===== src/rtl/pipe_hazard_ctrl_pkg.sv =====
// Shared encodings for the pipeline hazard controller: writeback data select,
// forwarding select and FSM state.
package pipe_hazard_ctrl_pkg;

    localparam logic [1:0] DSEL_ALU  = 2'b00;
    localparam logic [1:0] DSEL_LOAD = 2'b01;
    localparam logic [1:0] DSEL_PC4  = 2'b10;
    localparam logic [1:0] DSEL_IMM  = 2'b11;

    localparam logic [1:0] FWD_RF    = 2'b00;
    localparam logic [1:0] FWD_EXMEM = 2'b01;
    localparam logic [1:0] FWD_MEMWB = 2'b10;

    typedef enum logic [1:0] {
        ST_RUN      = 2'd0,
        ST_MEM_WAIT = 2'd1,
        ST_TRAP     = 2'd2
    } state_e;

endpackage


===== src/rtl/pipe_hazard_ctrl_fwd_sel_unit.sv =====
// Forwarding compare for one EX operand; purely combinational.
// EX/MEM wins over MEM/WB; loads in EX/MEM cannot forward yet, x0 never matches.
module fwd_sel_unit
    import pipe_hazard_ctrl_pkg::*;
(
    input  logic [4:0] ex_rs_i,
    input  logic [4:0] mem_wr_index_i,
    input  logic       mem_wr_en_i,
    input  logic [1:0] mem_data_sel_i,
    input  logic [4:0] wb_wr_index_i,
    input  logic       wb_wr_en_i,
    output logic [1:0] fwd_o
);

    always_comb begin
        fwd_o = FWD_RF;
        if (ex_rs_i != 5'd0) begin
            if (mem_wr_en_i && (mem_data_sel_i != DSEL_LOAD) && (mem_wr_index_i == ex_rs_i))
                fwd_o = FWD_EXMEM;
            else if (wb_wr_en_i && (wb_wr_index_i == ex_rs_i))
                fwd_o = FWD_MEMWB;
        end
    end

endmodule


===== src/rtl/pipe_hazard_ctrl.sv =====
// Stall/flush sequencer and operand forwarding for the 5-stage core.
// Controls are combinational from state and inputs; state, counters and mem_err are registered.
module pipe_hazard_ctrl
    import pipe_hazard_ctrl_pkg::*;
#(
    parameter int MEM_TIMEOUT = 16,
    parameter int CNT_W       = 16
) (
    input  logic             clk,
    input  logic             rst,
    input  logic [4:0]       id_rs1,
    input  logic [4:0]       id_rs2,
    input  logic             id_rs1_used,
    input  logic             id_rs2_used,
    input  logic [4:0]       ex_rs1,
    input  logic [4:0]       ex_rs2,
    input  logic [4:0]       ex_wr_index,
    input  logic             ex_wr_en,
    input  logic [1:0]       ex_data_sel,
    input  logic [4:0]       mem_wr_index,
    input  logic             mem_wr_en,
    input  logic [1:0]       mem_data_sel,
    input  logic [4:0]       wb_wr_index,
    input  logic             wb_wr_en,
    input  logic             branch_taken,
    input  logic             mem_req,
    input  logic             mem_ready,
    output logic             stall_pc,
    output logic             stall_if_id,
    output logic             stall_id_ex,
    output logic             stall_ex_mem,
    output logic             flush_if_id,
    output logic             flush_id_ex,
    output logic             flush_ex_mem,
    output logic             flush_mem_wb,
    output logic [1:0]       fwd_a,
    output logic [1:0]       fwd_b,
    output logic             mem_err,
    output logic [CNT_W-1:0] stall_cnt
);

    localparam int WW = $clog2(MEM_TIMEOUT + 1);

    state_e            state_q, state_d;
    logic [WW-1:0]     wait_cnt_q, wait_cnt_d;
    logic              mem_err_q, mem_err_d;
    logic [CNT_W-1:0]  stall_cnt_q;
    logic [3:0]        stall_v, flush_v;   // {pc/if_id... } ordering: [3]=pc|if_id, see assigns
    logic [1:0]        fwd_a_raw, fwd_b_raw;
    logic              load_use;

    fwd_sel_unit u_fwd_a (
        .ex_rs_i        (ex_rs1),
        .mem_wr_index_i (mem_wr_index),
        .mem_wr_en_i    (mem_wr_en),
        .mem_data_sel_i (mem_data_sel),
        .wb_wr_index_i  (wb_wr_index),
        .wb_wr_en_i     (wb_wr_en),
        .fwd_o          (fwd_a_raw)
    );

    fwd_sel_unit u_fwd_b (
        .ex_rs_i        (ex_rs2),
        .mem_wr_index_i (mem_wr_index),
        .mem_wr_en_i    (mem_wr_en),
        .mem_data_sel_i (mem_data_sel),
        .wb_wr_index_i  (wb_wr_index),
        .wb_wr_en_i     (wb_wr_en),
        .fwd_o          (fwd_b_raw)
    );

    assign load_use = ex_wr_en && (ex_data_sel == DSEL_LOAD) && (ex_wr_index != 5'd0) &&
                      ((id_rs1_used && (id_rs1 == ex_wr_index)) ||
                       (id_rs2_used && (id_rs2 == ex_wr_index)));

    // stall_v = {pc, if_id, id_ex, ex_mem}, flush_v = {if_id, id_ex, ex_mem, mem_wb}
    always_comb begin
        stall_v    = 4'b0000;
        flush_v    = 4'b0000;
        state_d    = state_q;
        wait_cnt_d = wait_cnt_q;
        mem_err_d  = mem_err_q;
        case (state_q)
            ST_RUN: begin
                if (mem_req && !mem_ready) begin
                    stall_v    = 4'b1111;
                    flush_v    = 4'b0001;
                    state_d    = ST_MEM_WAIT;
                    wait_cnt_d = WW'(1);
                end else if (branch_taken) begin
                    flush_v = 4'b1100;
                end else if (load_use) begin
                    stall_v = 4'b1100;
                    flush_v = 4'b0100;
                end
            end
            ST_MEM_WAIT: begin
                if (mem_ready) begin
                    state_d    = ST_RUN;
                    wait_cnt_d = '0;
                end else begin
                    stall_v = 4'b1111;
                    flush_v = 4'b0001;
                    if (wait_cnt_q == WW'(MEM_TIMEOUT)) begin
                        mem_err_d = 1'b1;
                        state_d   = ST_TRAP;
                    end else begin
                        wait_cnt_d = wait_cnt_q + WW'(1);
                    end
                end
            end
            ST_TRAP: begin
                stall_v = 4'b1000;
                flush_v = 4'b1111;
            end
            default: begin
                state_d    = ST_RUN;
                wait_cnt_d = '0;
            end
        endcase
    end

    always_comb begin
        if (!rst) begin
            {stall_pc, stall_if_id, stall_id_ex, stall_ex_mem} = 4'b0000;
            {flush_if_id, flush_id_ex, flush_ex_mem, flush_mem_wb} = 4'b1111;
            fwd_a = FWD_RF;
            fwd_b = FWD_RF;
        end else begin
            {stall_pc, stall_if_id, stall_id_ex, stall_ex_mem} = stall_v;
            {flush_if_id, flush_id_ex, flush_ex_mem, flush_mem_wb} = flush_v;
            fwd_a = fwd_a_raw;
            fwd_b = fwd_b_raw;
        end
    end

    always_ff @(posedge clk or negedge rst) begin
        if (!rst) begin
            state_q     <= ST_RUN;
            wait_cnt_q  <= '0;
            mem_err_q   <= 1'b0;
            stall_cnt_q <= '0;
        end else begin
            state_q    <= state_d;
            wait_cnt_q <= wait_cnt_d;
            mem_err_q  <= mem_err_d;
            if (stall_v[3] && (stall_cnt_q != {CNT_W{1'b1}}))
                stall_cnt_q <= stall_cnt_q + CNT_W'(1);
        end
    end

    assign mem_err   = mem_err_q;
    assign stall_cnt = stall_cnt_q;

endmodule


===== config.mk =====
export PLATFORM = sky130hd
export DESIGN_NAME = pipe_hazard_ctrl
export DESIGN_NICKNAME = d
export VERILOG_FILES = /design/src/rtl/pipe_hazard_ctrl_pkg.sv /design/src/rtl/pipe_hazard_ctrl_fwd_sel_unit.sv /design/src/rtl/pipe_hazard_ctrl.sv
export SDC_FILE = /design/constraint.sdc
export NUM_CORES = 1
export LEC_CHECK = 0
export CAP_MARGIN = 0
export CORE_UTILIZATION = 38
export CTS_CLUSTER_SIZE = 10
export DETAILED_ROUTE_END_ITERATION = 10
export PLACE_DENSITY_LB_ADDON = 0.2
export SYNTH_ARGS = -nofsm -noshare
export SYNTH_HDL_FRONTEND = slang
export SYNTH_SLANG_ARGS = --single-unit

===== constraint.sdc =====
create_clock -name clk -period 1.6 [get_ports clk]
set_input_delay 0.16 -clock clk [delete_from_list [all_inputs] [get_ports clk]]
set_output_delay 0.16 -clock clk [all_outputs]
set_load 0.005 [all_outputs]

# Word-level counts from Yosys, hierarchy flattened
# Cells that the tools add are included.
[op_classes] add_sub_neg=2 multipliers=0 div_mod_pow=0 order_cmp=0 n_eq_ne=15 n_shift=0 muxes=34 n_bitwise=2 n_reduce_logical=21
[ops] cell="$eq 5x5->1" n=6
[ops] cell="$mux 4" n=6
[ops] cell="$pmux 4 s3" n=2
[ops] cell="$mux 2" n=11
[ops] cell="$add 16x1->16 const B" n=1
[ops] cell="$ne 16x16->1 const B" n=1
[ops] cell="$mux 5" n=3
[ops] cell="$pmux 5 s3" n=1
[ops] cell="$reduce_bool 5->1" n=3
[ops] cell="$logic_and 1x1->1" n=12
[ops] cell="$mux 1" n=9
[ops] cell="$reduce_and 3->1" n=3
[ops] cell="$ne 3x3->1 const B" n=2
[ops] cell="$pmux 2 s3" n=1
[ops] cell="$add 5x1->5 const B" n=1
[ops] cell="$eq 5x5->1 const B" n=1
[ops] cell="$eq 2x1->1 const B" n=2
[ops] cell="$mux 3" n=1
[ops] cell="$eq 2x2->1 const B" n=1
[ops] cell="$logic_not 2->1" n=1
[ops] cell="$ne 2x1->1 const B" n=1
[ops] cell="$ne 2x2->1 const B" n=1
[ops] cell="$not 1->1" n=2
[ops] cell="$logic_not 1->1" n=1
[ops] cell="$logic_or 1x1->1" n=1
[totals] reg_bits=24 latchBits=0 ram_bits=0 mem_bits_ro=0 in_bits=49 out_inout_bits=29 n_memories=0

# Longest topological paths before layout
# Gate-level depths: netlist (run 1).
[logic_depth] depth_word=9 ltp_mapped=8 ltp_nobuf=7

# Hierarchy
# A second synthesis (run 1) with hierarchy kept.
[unflattened] cells_unflattened=190 hier_area_um2=1704.1
[modules_own_cells] mod="pipe_hazard_ctrl" n_inst=1 cells_each=152 area_each_um2=1423.9
[modules_own_cells] mod="fwd_sel_unit" n_inst=2 cells_each=19 area_each_um2=140.1

# Worst setup path before layout (run 1)
# Ideal clock, no wire load.
[synth_path] path_kind="flip-flop to flip-flop" start="register stall_cnt_q[0] (netlist: stall_cnt[0])" end="register stall_cnt_q[1] (netlist: stall_cnt[1])" t_arrival_ns=1.728 required_time_ns=1.473 slack_ns=-0.255 path_stages_with_launch=8 path_buffers=1 synth_period_minus_slack_ns=1.855 path_cell_list="dfrtp_1 > ha_1 > nand4_1 > nor4_1 > nor3_1 > a21oi_2 > buf_6 > mux2_1"
[synth_via] elab_chain_cells=2
[synth_rtl] element="from (decl)" line="pipe_hazard_ctrl.sv:47" text="logic [CNT_W-1:0] stall_cnt_q;"
[synth_rtl] element="from (signal assigned)" line="pipe_hazard_ctrl.sv:148" text="stall_cnt_q <= stall_cnt_q + CNT_W'(1);"
[synth_rtl] element="parallel branches: the longest is 2 deep, another holds $add 16x1->16"
# Several ways; the timed one is not identified.
# A chain may end at the register's enable or synchronous reset.

# Worst setup path after layout (run 1)
[layout_path] start="register state_q[1]" end="register stall_cnt_q[3] (netlist: stall_cnt[3])"
[layout_via] elab_chain_cells=3
[layout_rtl] element="from (decl)" line="pipe_hazard_ctrl.sv:44" text="state_e state_q, state_d;"
[layout_rtl] element="from (signal assigned)" line="pipe_hazard_ctrl.sv:144" text="state_q <= state_d;"
[layout_rtl] element="$eq 2x2->1, or another cell as far along" line="pipe_hazard_ctrl.sv:83" text="case (state_q)"
[layout_rtl] element="$pmux 4 s3 (*)" line="pipe_hazard_ctrl.sv:83"
[layout_rtl] element="$logic_and 1x1->1 (*)" line="pipe_hazard_ctrl.sv:147" text="if (stall_v[3] && (stall_cnt_q != {CNT_W{1'b1}}))"
# Mark *: on every way between the ends. The rest lies on a longest branch, timed or not.

==> run summary, run 1 <==
Die ar. -> 0.00477 sq mm
FMAX -> 0.529 GHz
ANT nets after route -> 0
final worst setup slack -> -0.291 ns
drc violations -> 0
CP peak stage delay -> 0.41 ns
endpoints failing hold -> 0
first-pass GRT wire length -> 8.47 mm
IO Pins -> 78
max-cap violations -> 0
Hold Path Class -> in -> async
GRT Overall Usage -> 21.9%
largest net degree at the start of global routing -> 15
DRT iter0 DRCs -> 45
Cell Rows -> 24
Pleak -> 1.43 nW
fillers -> 318
Seq cells post-synth -> 24
Max IR drop VDD -> 0.671 mV
core box area -> 0.00435 sq mm
Setup violations, final -> 22
antenna cell count -> 0
Remaining Overflow, GRT -> 0
vias in the first global route -> 1886
dpl ws -> -0.808 ns
CTS max path bufs -> 2
Tmin final -> 1.89 ns
DRT Wirelength -> 5.48 mm
library cells used by synthesis -> 35
Setup Skew -> 0.00416 ns
failing checks -> negative setup slack
1st-pass router iterations -> 4
crit-path cells -> nor4b_4 -> o211ai_4 -> buf_6 -> nor3_4 -> a21oi_2 -> buf_12 -> buf_12 -> nand2b_4 -> xnor2_1
Reg clk slew, reported paths -> 0.09 ns
Num CTS Buffers -> 3
Main synth FF type -> dfrtp_1
layout cells sized above 1 -> 40.6%
Cells after Synth -> 192
Crit. End Element -> register
post-DP HPWL -> 4.11 mm
syn avg cell area -> 8.91 sq um
Critical Path RT -> 1.76 ns
Syn Nets -> 244
FFs w/ async S/R, synth -> 100%
CP arrival -> 2.05 ns
post-route insts no fill -> 387
Slew Viols, Final -> 0
Setup crit start kind -> register
final core utilization -> 75.3%
Worst-Margin Slew -> 0.329 ns
die height -> 69.1 um
clk_lat worst skew -> 0.27 ns
I/O Buffers -> 77
area occupied by multi-input gates -> 0.00130 sq mm
cell family with most CP delay -> simple AND/OR/NAND/NOR gates
Clock Tree Root -> clkbuf_8
CTS tree -> built
Sink Count -> 24
Reg area -> 602 sq um
Final TNS setup -> -4.96 ns
initial antenna violation count -> 0
Final Power -> 0.00317 W
Area Growth Syn to Fin -> 91.6%
Worst path slowest cell -> dfrtp_1
pwr dens -> 969 mW/mm^2
most frequent cells in the layout -> buf_4, clkdlybuf4s50_1, xor2_1
number of synthesized flops with an enable pin -> 0
fin nets -> 388
post-cts hold buffer count -> 0
total vias in the final route -> 1956
DR WL/cell -> 14.2 um
RSZ-0062 raised after global routing -> yes
Buf/Inv on CP -> 3
top fanout value on the critical path -> 10
Final Wtd Congestion -> 0.791
outcome -> complete, but fails checks
Synth warnings -> 0
post-synthesis sequential area ratio -> 35.1%
Crit Path Category -> reg -> reg
dominant cell type by area after synthesis -> dfrtp_1
Syn Std Cell Area -> 0.00171 sq mm
max_slew headroom -> 78.1%
Die X -> 69.1 um
Final Cycle Share -> 118%
CP most frequent cell -> buf_12
synth top area cells -> dfrtp_1, xor2_1, xnor2_1, nand2_1, nand3_1
Placed Cells -> 376
commonest non-fill, non-tap cell in the layout -> buf_4
H-tree Lvls -> 1
share of the synthesized area in the top cell type -> 35.1%
initial core utilization -> 39.3%
Via density -> 5.05
## logic make-up after synthesis
| family | Yosys count | share of synthesized area [%] |
|---|---|---|
| multiplexers | 4 | 2.49 |
| adder cells (fa/ha/maj) | 3 | 2.19 |
| flip-flops | 24 | 35.1 |
| buffers and inverters | 10 | 2.85 |
| AO/OA/AOI/OAI | 18 | 6.80 |
| AND/OR/NAND/NOR | 87 | 27.0 |
| XOR/XNOR | 46 | 23.6 |
## worst paths after layout
path / startpoint / end / slack (ns) / depth (start not counted)
worst max-delay path: state_q[1] / stall_cnt[3] / -0.29 / 9
worst min-delay path: rst / state_q[1] / 0.11 / 2
worst max register to register: state_q[1] / stall_cnt[3] / -0.29 / 9
worst min register to register: mem_err / mem_err / 0.48 / 1
max in group asynchronous: rst / stall_cnt[9] / 1.15 / 3
min in group clk: mem_ready / wait_cnt_q[0] / 0.45 / 3
## layout make-up
cell class | count | area share [%]
Clock inverter | 1 | 0.916
Tap cell | 52 | 1.99
Inverter | 6 | 0.687
Multi-Input combinational cell | 158 | 39.6
Timing Repair Buffer | 143 | 37.2
Clock buffer | 3 | 1.26
Sequential cell | 24 | 18.4
## routing by layer
metal  part of all wire [%]  global-route usage, %  routed length, um  vias up
met5                      0                      0                  0        -
met4                   0.82                   5.22                 45        0
li1                       -                      -                  -      958
met3                    5.8                   3.95                316        5
met2                     53                   40.7               2880       74
met1                     41                   25.9               2240      919
## sequential cells by signal, indices dropped and copies added, names as in the netlist
| register | flops |
|---|---|
| wait_cnt_q | 5 |
| mem_err | 1 |
| state_q | 2 |
| stall_cnt | 16 |
## power breakdown
part	internal, W	leakage, nW	switching, W
clock network	0.000335	0.0357	0.000202
logic	0.000997	1.12	0.000748
registers	0.000790	0.276	0.000103
## repair_timing
| action | CTS | global route |
|---|---|---|
| buffers inserted | 8 | 1 |
| resized for setup | 133 | 28 |
| setup endpoints to repair | 28 | 28 |
| pin swaps | 26 | 14 |
| gates cloned | 0 | 0 |
## per-stage QoR
stage / hold slack, ns / instance area [sq um]
floorplan: -0.136 / 1730
global placement: 0.456 / 3000
detailed placement: 0.455 / 3000
CTS: 0.102 / 3230
global route: 0.123 / 3280
finish: 0.105 / 3280
## synthesized netlist by cell type, types with 2 or more instances
| master | instances |
|---|---|
| a21oi_1 | 4 |
| clkbuf_1 | 2 |
| dfrtp_1 | 24 |
| ha_1 | 3 |
| inv_1 | 6 |
| mux2i_1 | 2 |
| nand2_1 | 19 |
| nand2b_1 | 4 |
| nand3_1 | 12 |
| nand4_1 | 8 |
| nor2_1 | 14 |
| nor2b_1 | 2 |
| nor3_1 | 9 |
| nor3_2 | 3 |
| nor3b_1 | 3 |
| nor4_1 | 3 |
| o21ai_0 | 4 |
| o22ai_1 | 5 |
| or4_1 | 5 |
| xnor2_1 | 22 |
| xor2_1 | 24 |
No activity file was read; power rests on OpenSTA's default activity.
==> run 2, diff against run 1 <==
CORE_MARGIN = 3   (was not set)
CORE_UTILIZATION = 40   (was 38)
SKIP_LAST_GASP = 1   (was not set)
clock period = 2.3 ns   (was 1.6 ns; I/O delays follow)
==> run summary, run 2 (same netlist as run 1, synthesis figures left out) <==
top layer in use -> met4
largest net degree at the start of global routing -> 25
Slew Viols, Final -> 0
Max IR drop VDD -> 0.351 mV
max-cap violations -> 0
die height -> 71.4 um
layout cells sized above 1 -> 16.5%
WHS Path Cells -> 1
Reg clk slew, reported paths -> 0.08 ns
antenna cell count -> 0
endpoints failing hold -> 0
DR WL/cell -> 13.4 um
CP peak stage delay -> 0.55 ns
Cell Rows -> 23
Via density -> 5.01
Final Wtd Congestion -> 0.853
most frequent cells in the layout -> clkdlybuf4s50_1, buf_4, xor2_1, dfrtp_1, xnor2_1
Met3 Routed Length -> 341 um
IO Pins -> 78
Placed Cells -> 341
ANT nets after route -> 0
first-pass GRT wire length -> 7.65 mm
fin nets -> 350
post-cts hold buffer count -> 0
Critical Path RT -> 2.07 ns
Reg2Reg Setup Slack -> 0.20 ns
Setup violations, final -> 0
CTS max path bufs -> 2
CTS tree -> built
met1 wire length -> 1.95 mm
final core utilization -> 70.8%
max_slew headroom -> 51.2%
Pleak -> 1.20 nW
Setup crit start kind -> input port
Hold Path Class -> reg -> reg
outcome -> finished clean
DRT Wirelength -> 4.64 mm
Crit. End Element -> output pin
Die X -> 71.4 um
post-DP HPWL -> 3.79 mm
H-tree Lvls -> 1
Num CTS Buffers -> 3
DRT iter0 DRCs -> 70
Worst R2R Path Depth -> 9
hold worst-path end -> mem_err
total vias in the final route -> 1739
r2r endpoint -> stall_cnt[15]
crit-path cells -> clkdlybuf4s50_1 -> or4_4 -> o211ai_2 -> buf_4 -> nor2_1 -> a21oi_2 -> nor2_1 -> dlygate4sd2_1
Crit Path Category -> in -> out
Tmin final -> 2.28 ns
worst r2r src -> state_q[0]
1st-pass router iterations -> 4
pwr dens -> 625 mW/mm^2
clk_lat worst skew -> 0.26 ns
Area Growth Syn to Fin -> 67.9%
FMAX -> 0.439 GHz
met2 WL -> 2.30 mm
top fanout value on the critical path -> 2
Clock Tree Root -> clkbuf_8
initial core utilization -> 42.2%
post-route insts no fill -> 347
HP Start -> mem_err
Worst-Margin Slew -> 0.727 ns
CP most frequent cell -> nor2_1
Remaining Overflow, GRT -> 0
Largest register FFs -> 16
initial antenna violation count -> 0
Setup Skew -> 0.00118 ns
CP arrival -> 2.05 ns
Die ar. -> 0.00510 sq mm
Sink Count -> 24
vias in the first global route -> 1727
Final Cycle Share -> 99.0%
drc violations -> 0
RSZ-0062 raised after global routing -> yes
core box area -> 0.00406 sq mm
GRT Overall Usage -> 18.8%
Worst path slowest cell -> or4_4
commonest non-fill, non-tap cell in the layout -> clkdlybuf4s50_1
I/O Buffers -> 77
## run 2: cell count changes in the layout (fill, tap and decap cells not counted), moves of 8 or more
cell,previous run,this run
dlygate4sd2_1,15,3
nor2_1,4,13
clkdlybuf4s50_1,37,69
buf_2,12,0
buf_4,61,26
buf_6,8,0
## run 2: power breakdown
part	leakage (nW)	internal, W	switching (W)
Combinational	0.899	0.000490	0.000301
Sequential	0.277	0.000550	0.000177
Clock	0.0288	0.000153	0.000125
## run 2: what timing repair did
item | CTS | global route
pin swaps | 1 | 3
endpoints found under the hold margin | 0 | 0
resized for setup | 10 | 11
buffers inserted | 0 | 2
endpoints found under the setup margin | 7 | 8
## run 2: area by class of cell
| cell class | instances | area (sq um) |
|---|---|---|
| Multi-Input combinational cell | 158 | 1120 |
| Timing Repair Buffer | 105 | 1010 |
| Clock buffer | 4 | 55.1 |
| Tap cell | 50 | 62.6 |
| Fill cell | 318 | 1190 |
| Sequential cell | 24 | 601 |
| Inverter | 6 | 22.5 |
## run 2: metal layers
metal / GRT usage, % / vias up
met1: 23.7 / 799
met4: 4.59 / 0
met5: 0 / -
li1: - / 884
met3: 6.03 / 4
met2: 31.2 / 52
## run 2: worst max-delay path, delay by kind of cell
family	cells	cell delay (ns)
simple gates	3	0.64
compound gates	2	0.33
buf+inv	3	0.84
## run 2: how the worst max path moves through the flow
| stage | cells after the start | slack (ns) | from | to |
|---|---|---|---|---|
| 2_1_floorplan | 7 | 0.44 | stall_cnt[0] | stall_cnt[1] |
| 3_3_place_gp | 6 | -0.19 | mem_wr_index[2] | fwd_b[0] |
| 3_5_place_dp | 6 | -0.23 | mem_wr_index[2] | fwd_b[0] |
| 4_1_cts | 7 | -0.18 | ex_wr_index[1] | stall_if_id |
| 5_1_grt | 8 | -0.06 | ex_wr_index[1] | stall_pc |
| 6_report | 8 | 0.02 | ex_wr_index[1] | stall_pc |
## run 2: metrics by stage
stage	setup TNS, ns	cell area (sq um)	power, W	worst slack [ns]	hold WS, ns
4_1_cts	-0.432	2820	0.00181	-0.180	0.486
5_1_grt	-0.150	2870	0.00194	-0.0580	0.497
2_1_floorplan	0	1710	0.00103	0.445	-0.0656
3_5_place_dp	-1.57	2740	0.00152	-0.227	0.465
6_report	0	2870	0.00180	0.0223	0.488
3_3_place_gp	-1.23	2740	0.00150	-0.195	0.464
==> run 3, diff against run 2 <==
CORE_ASPECT_RATIO = 1.5   (was not set)
CORE_UTILIZATION = 38   (was 40)
clock period = 2 ns   (was 2.3 ns; I/O delays follow)
==> run summary, run 3 (same netlist as run 1, synthesis figures left out) <==
Via density -> 5.21
final worst setup slack -> 0.0221 ns
Top Usage Layer GRT -> met2
CP peak stage delay -> 0.43 ns
GRT Overall Usage -> 19.4%
met2 Use GR -> 38.0%
Remaining Overflow, GRT -> 0
die height -> 88.2 um
layout cells sized above 1 -> 25.6%
Final Power -> 0.00238 W
Area Growth Syn to Fin -> 79.2%
initial antenna violation count -> 0
total vias in the final route -> 1885
DRT Wirelength -> 5.40 mm
Sink Count -> 24
fin nets -> 369
Final Wtd Congestion -> 0.841
Num CTS Buffers -> 3
NetSw -> 0.000782 W
placed cell area -> 0.00280 sq mm
Die X -> 60.8 um
Crit. End Element -> register
max-cap violations -> 0
DRT iter0 DRCs -> 129
Crit Path Category -> reg -> reg
M1 GR Usage -> 20.4%
most frequent cells in the layout -> clkdlybuf4s50_1, buf_4, xor2_1, dfrtp_1, xnor2_1
pwr dens -> 778 mW/mm^2
clk_lat worst skew -> 0.27 ns
CP most frequent cell -> buf_4
CP arrival -> 2.13 ns
Die ar. -> 0.00536 sq mm
vias in the first global route -> 1823
crit-path cells -> ha_4 -> nand4_1 -> nor4_2 -> buf_4 -> a21oi_1 -> a21oi_2 -> buf_4 -> clkbuf_16 -> nor3_1 -> xor2_1
Hold Path Class -> in -> reg
Pleak -> 1.36 nW
largest net degree at the start of global routing -> 20
Reg clk slew, reported paths -> 0.09 ns
antenna cell count -> 0
initial core utilization -> 39.9%
first-pass GRT wire length -> 7.88 mm
DR WL/cell -> 14.9 um
Setup crit start kind -> register
Final Cycle Share -> 98.9%
endpoints failing hold -> 0
IO Pins -> 78
switching portion of total power -> 32.8%
Clock Tree Root -> clkbuf_8
1st-pass router iterations -> 4
Critical Path RT -> 2.15 ns
fillers -> 328
top fanout value on the critical path -> 6
FMAX -> 0.506 GHz
Max IR drop VDD -> 0.470 mV
CTS tree -> built
ANT nets after route -> 0
drc violations -> 0
RSZ-0062 raised after global routing -> yes
sequential power share -> 33.2%
Worst path slowest cell -> dfrtp_1
H-tree Lvls -> 1
Internal -> 0.00160 W
post-DP HPWL -> 4.10 mm
CTS max path bufs -> 2
finished layout cell area -> 0.00306 sq mm
dpl ws -> -0.488 ns
outcome -> finished clean
core box area -> 0.00428 sq mm
Setup violations, final -> 0
max_slew headroom -> 79.0%
commonest non-fill, non-tap cell in the layout -> clkdlybuf4s50_1
Comb pwr share -> 48.9%
I/O Buffers -> 77
clock share of power -> 17.9%
Largest register FFs -> 16
Cell Rows -> 29
Setup Skew -> 0.00928 ns
Worst-Margin Slew -> 0.313 ns
Slew Viols, Final -> 0
global routing met3 resource utilization -> 2.06%
Tmin final -> 1.98 ns
==> run 3: per-stage QoR <==
stage | instances | hold slack (ns) | utilization, % | setup TNS, ns
after floorplan | 192 | -0.0956 | - | 0
after global placement | 348 | 0.452 | 65.5 | -5.93
after detailed placement | 348 | 0.461 | 65.5 | -6.38
after CTS | 354 | 0.370 | 68.4 | -0.0214
after global routing | 362 | 0.294 | 71.6 | -0.786
final | 362 | 0.276 | 71.6 | 0
==> run 3: timing repair <==
action / 4_1_cts / 5_1_grt
hold buffers: 0 / 0
pin swaps: 9 / 12
resized for setup: 42 / 21
buffers inserted: 3 / 7
endpoints found under the setup margin: 11 / 13
gates cloned: 0 / 1
==> run 3: worst paths after layout <==
check / slack [ns] / cells past startpoint / from / endpoint
worst min-delay path: 0.28 / 2 / mem_ready / wait_cnt_q[0]
worst max register to register: 0.02 / 10 / stall_cnt[1] / stall_cnt[9]
worst max-delay path: 0.02 / 10 / stall_cnt[1] / stall_cnt[9]
min in group asynchronous: 0.38 / 2 / rst / state_q[0]
worst min register to register: 0.49 / 1 / mem_err / mem_err
max in group asynchronous: 1.17 / 3 / rst / wait_cnt_q[3]
==> run 3: layout make-up <==
type | instances | area (sq um) | share of cell area [%]
Clock buffer | 3 | 41.3 | 1.35
Clock inverter | 1 | 30.0 | 0.980
Inverter | 6 | 22.5 | 0.735
Multi-Input combinational cell | 158 | 1160 | 37.8
Sequential cell | 24 | 601 | 19.6
Tap cell | 46 | 57.6 | 1.88
Timing Repair Buffer | 124 | 1150 | 37.7
==> run 3: power by group through the flow <==
stage	registers (W)	logic [W]	clock network (W)
2_1_floorplan	0.000818	0.000369	0
5_1_grt	0.000808	0.00127	0.000451
4_1_cts	0.000778	0.00107	0.000424
3_3_place_gp	0.000782	0.00104	0
6_report	0.000792	0.00117	0.000426
3_5_place_dp	0.000787	0.00105	0
==> run 3: metal layers <==
| metal | part of all wire, % | wire length (um) |
|---|---|---|
| met1 | 35 | 1920 |
| met2 | 59 | 3200 |
| met3 | 4.0 | 215 |
| met4 | 1.3 | 71 |
| met5 | 0 | 0 |
==> run 3: critical path, delay by kind of cell, from the launching register on <==
family          cells  cell delay [ns]
flops               1             0.43
simple gates        3             0.42
fa+ha+maj           1             0.17
compound gates      2             0.24
buf+inv             3             0.46
xor+xnor            1             0.14
